[config.mk]
export PLATFORM = sky130hd
export DESIGN_NAME = pipe_reg_chain
export DESIGN_NICKNAME = d
export VERILOG_FILES = /design/src/rtl/pipe_reg_chain.sv
export SDC_FILE = /design/constraint.sdc
export NUM_CORES = 1
export LEC_CHECK = 0
export CORE_MARGIN = 1
export CORE_UTILIZATION = 53
export DETAILED_ROUTE_END_ITERATION = 16
export HOLD_SLACK_MARGIN = 0.15
export PLACE_DENSITY = 0.85
export SKIP_CTS_REPAIR_TIMING = 1
export SYNTH_ARGS = -nofsm -noshare
export SYNTH_HDL_FRONTEND = slang
export SYNTH_SLANG_ARGS = --single-unit
[constraint.sdc]
create_clock -name clk -period 4.45 [get_ports clk]
set_clock_uncertainty 0.2 [all_clocks]
set_input_delay 0.445 -clock clk [delete_from_list [all_inputs] [get_ports clk]]
set_output_delay 0.445 -clock clk [all_outputs]
set_load 0.01 [all_outputs]
[src/rtl/pipe_reg_chain.sv]
// Purpose : WIDTH-bit, STAGES-deep elastic register chain with valid/ready handshake,
//           bubble collapsing, synchronous flush and registered occupancy count.
// Latency : STAGES cycles from an input transfer to out_* when uncongested; 1 word/cycle throughput.
// Backpr. : in_ready falls only when every stage is valid and out_ready=0; empty stages always accept.
//
// Ports:
//   clk, reset (async, active-high), flush (sync, discards contents, blocks both handshakes)
//   in_valid/in_ready/in_data   - upstream handshake
//   out_valid/out_ready/out_data - downstream handshake (driven by the last stage)
//   occupancy  - number of valid stages, registered
//   parity_err - last-stage parity mismatch; only live when PIPE_REG_CHAIN_PARITY_EN is defined,
//                otherwise tied to 0 with no parity storage built.
module pipe_reg_chain #(
    parameter int WIDTH  = 32,
    parameter int STAGES = 2,
    parameter int CNT_W  = $clog2(STAGES + 1)
) (
    input  logic             clk,
    input  logic             reset,
    input  logic             flush,
    input  logic             in_valid,
    output logic             in_ready,
    input  logic [WIDTH-1:0] in_data,
    output logic             out_valid,
    input  logic             out_ready,
    output logic [WIDTH-1:0] out_data,
    output logic [CNT_W-1:0] occupancy,
    output logic             parity_err
);

    logic [STAGES-1:0]            v_q, v_d;
    logic [STAGES-1:0][WIDTH-1:0] d_q, d_d;
    logic [CNT_W-1:0]             occ_q, occ_d;
    logic [STAGES:0]              rdy;
`ifdef PIPE_REG_CHAIN_PARITY_EN
    logic [STAGES-1:0]            p_q, p_d;
`endif

    // Ready ripples back from the output: a stage can take a word if it is
    // empty or if the stage ahead of it is itself able to move.
    always_comb begin : ready_chain
        logic acc;
        acc         = out_ready;
        rdy[STAGES] = acc;
        for (int i = STAGES - 1; i >= 0; i--) begin
            acc    = ~v_q[i] | acc;
            rdy[i] = acc;
        end
    end

    always_comb begin : next_state
        v_d   = v_q;
        d_d   = d_q;
        occ_d = '0;
`ifdef PIPE_REG_CHAIN_PARITY_EN
        p_d   = p_q;
`endif
        if (flush) begin
            // Only the valid bits clear; payload registers keep their contents.
            v_d = '0;
        end else begin
            if (rdy[0]) begin
                v_d[0] = in_valid;
                if (in_valid) begin
                    d_d[0] = in_data;
`ifdef PIPE_REG_CHAIN_PARITY_EN
                    p_d[0] = ^in_data;
`endif
                end
            end
            for (int i = 1; i < STAGES; i++) begin
                if (rdy[i]) begin
                    v_d[i] = v_q[i-1];
                    // A bubble moving in leaves the payload untouched.
                    if (v_q[i-1]) begin
                        d_d[i] = d_q[i-1];
`ifdef PIPE_REG_CHAIN_PARITY_EN
                        p_d[i] = p_q[i-1];
`endif
                    end
                end
            end
        end
        for (int i = 0; i < STAGES; i++) begin
            occ_d = occ_d + CNT_W'(v_d[i]);
        end
    end

    always_ff @(posedge clk or posedge reset) begin
        if (reset) begin
            v_q   <= '0;
            d_q   <= '0;
            occ_q <= '0;
`ifdef PIPE_REG_CHAIN_PARITY_EN
            p_q   <= '0;
`endif
        end else begin
            v_q   <= v_d;
            d_q   <= d_d;
            occ_q <= occ_d;
`ifdef PIPE_REG_CHAIN_PARITY_EN
            p_q   <= p_d;
`endif
        end
    end

    assign in_ready  = rdy[0] & ~flush;
    assign out_valid = v_q[STAGES-1] & ~flush;
    assign out_data  = d_q[STAGES-1];
    assign occupancy = occ_q;

`ifdef PIPE_REG_CHAIN_PARITY_EN
    assign parity_err = out_valid & ((^out_data) != p_q[STAGES-1]);
`else
    assign parity_err = 1'b0;
`endif

endmodule
==> impl_metrics.csv <==
group,metric,value,unit
logic_synthesis,netlist_instances,185,
clock_tree,numCtsBuffers,9,
pwr,power_density,469,nW/µm²
timing,tightestPinTransition,0.946,ns
timing,finalHoldViolations,0,
worst_hold_path,hold_start,"d_q[26]",
placement,io_buffers,72,
layout,final_common_cell,"clkdlybuf4s50_1",
worst_setup_path,slowest_stage,"clkdlybuf4s50_1",
timing,grt_setup_unrepaired,"false",
die,num_rows,26,
placement,place_congestion,0.718,
clock_tree,h-tree-depth,3,
timing,period_share,54.1,%
detailed_routing,drcViolationCount,0,
worst_setup_path,end_kind,"output pin",
timing,relSlewSlack,36.8,%
layout,final_area,3620,µm²
worst_setup_path,critPathLaunchType,"input pin",
global_route,grt_pass1_wl,7670,µm
timing,finalWorstSetupSlack,2.04,ns
worst_setup_path,path_cells,"clkdlybuf4s50_1 > and3b_1 > nor2_1 > clkdlybuf4s50_1",
logic_synthesis,syn_avg_cell_area,16.0,µm²
logic_synthesis,ys_top_cells_by_area,"dfrtp_1 (58%), mux2_4 (15%), mux2_2 (13%), buf_4 (8.4%), buf_12 (2.0%)",
job,maxCapViolations,0,
pwr,p_leak,1.63,nW
logic_synthesis,synth_top_area_cell,"dfrtp_1",
layout,n_antenna_cell,0,
layout,drive_above_1_share,34.7,%
timing,finalMaxSlewViolations,0,
worst_setup_path,critPathMaxFanout,3,
layout,syn2layout_area_growth,22.6,%
worst_setup_path,reg2reg_to,"d_q[0]",
timing,setup-tns-final,0,ns
clock_tree,clock-sinks,68,
layout,nets,269,
pwr,ir_drop,0.334,mV
die,die_height,76.6,µm
placement,dpl-instance-area,3450,µm²
detailed_routing,wl_per_cell,14.9,µm
clock_tree,cts_tree,"yes",
logic_synthesis,ys_warn_count,0,
clock_tree,path_clk_slew,0.06,ns
worst_setup_path,rr_startpoint,"v_q[0]",
worst_hold_path,min_delay_path_depth,1,
global_route,grt_use_total,17.6,%
global_route,first_global_vias,1576,
worst_setup_path,crit_family,"buffers and inverters",
clock_tree,clockBufferDepth,2,
logic_synthesis,ys_seq_area_share,57.7,%
worst_hold_path,min_path_type,"reg -> reg",
global_route,antenna_found_initial,0,
worst_setup_path,path_class,"in -> out",
global_route,grt_start_max_net_pins,48,
global_route,grt_overflow_total,0,
worst_setup_path,rr_worst_depth,4,
logic_synthesis,synth_nets,223,
die,die_area,5870,µm²
logic_synthesis,syn-cell-area,2950,µm²
die,die_w,76.6,µm
worst_setup_path,crit_path_start,"out_ready",
detailed_routing,drt_first_pass_iters,4,
worst_setup_path,crit_end,"in_ready",
timing,setup_violations,0,
clock_tree,cts-root-buf,"clkbuf_8",
worst_setup_path,critical_path.most_common_cell,"clkdlybuf4s50_1",
logic_synthesis,synth_top_area_share,57.7,%
worst_setup_path,worstPathArrival,1.76,ns
logic_synthesis,ys_ff_latch,68,
logic_synthesis,synthDistinctLibCells,16,
die,core,5240,µm²
worst_setup_path,cp.buffers_inverters,2,
die,start_util,56.4,%
detailed_routing,dr.first_iter.drc_count,38,
worst_setup_path,path_depth,4,
detailed_routing,wirelength,4560,µm
worst_setup_path,max_stage_delay,0.55,ns
worst_setup_path,worstPathRequired,3.81,ns
clock_tree,clk_latency,0.33,ns
outcome,status,"finished, final reports clean",
placement,post-place-ws,1.70,ns
die,io-pin-count,74,
detailed_routing,viasPerCell,4.79,
timing,layout_min_cycle_time,2.41,ns
timing,fmax,415,MHz
placement,dpl.hpwl,3120,µm
detailed_routing,drtAntennaViolNets,0,
detailed_routing,vias,1466,
worst_setup_path,reg2reg_slack,2.21,ns
layout,mostFrequentLayoutCells,"clkdlybuf4s50_1 (72), dfrtp_1 (68), mux2_2 (34)",
## worst register-to-register path, delay by kind of cell (launching register included)
kind | cells | cell delay, ns
and+or+nand+nor | 2 | 0.83
muxes | 1 | 0.36
buffers and inverters | 1 | 0.34
DFF | 1 | 0.40
## stage by stage
step                      power [mW]  utilization (%)  cells  hold slack (ns)
final                           1.70             69.1    306            0.301
after detailed placement        1.29             66.0    290            0.288
after global routing            1.78             69.1    306            0.312
after floorplan                 1.16                -    185            0.274
after CTS                       1.72             69.1    306            0.302
after global placement          1.27             66.0    290            0.283
## how the worst min path moves through the flow
stage / to / slack (ns)
after floorplan: d_q[26] / 0.27
after global placement: out_data[26] / 0.28
after detailed placement: d_q[26] / 0.29
after CTS: d_q[26] / 0.30
after global routing: d_q[26] / 0.31
final: d_q[26] / 0.30
## cell type report
class / count / area (µm²)
Inverter: 1 / 3.75
Timing Repair Buffer: 75 / 743
Clock inverter: 2 / 10.0
Clock buffer: 14 / 153
Fill cell: 374 / 1620
Tap cell: 70 / 87.6
Multi-Input combinational cell: 76 / 918
Sequential cell: 68 / 1700
## power breakdown
part / internal, mW / switching, mW
registers: 0.753 / 0.0711
clock network: 0.217 / 0.205
logic: 0.307 / 0.143
total: 1.28 / 0.419
## layer usage
metal	GRT usage, %	share of wire [%]
met1	23.7	47
met2	26.3	48
met3	3.35	3.4
met4	11.0	1.9
met5	0	0
## sequential cells by signal, summed over array words and instances (netlist names)
name / cells
v_q: 2
out_data: 32
occupancy: 2
d_q: 32
## kinds of logic (layout without fill, tap and decap cells)
| kind of cell | count (synthesis) | after routing | share of synthesized area, % |
|---|---|---|---|
| multiplexers | 64 | 64 | 28.2 |
| flip-flops | 68 | 68 | 57.7 |
| AND/OR/NAND/NOR | 10 | 10 | 2.12 |
| adder cells (fa/ha/maj) | 1 | 1 | 0.424 |
| buffers and inverters | 41 | 92 | 11.4 |
| other | 1 | 1 | 0.127 |
## cells in the mapped netlist
cell type / n
buf_2: 3
nor2b_1: 1
nor2_1: 5
dfrtp_1: 68
ha_1: 1
mux2_4: 30
or3b_1: 1
buf_4: 33
conb_1: 1
buf_6: 1
mux2_2: 34
and3b_1: 1
inv_1: 1
buf_12: 3
and2b_1: 1
nor3b_2: 1
No activity file was read; power rests on OpenSTA's default activity.
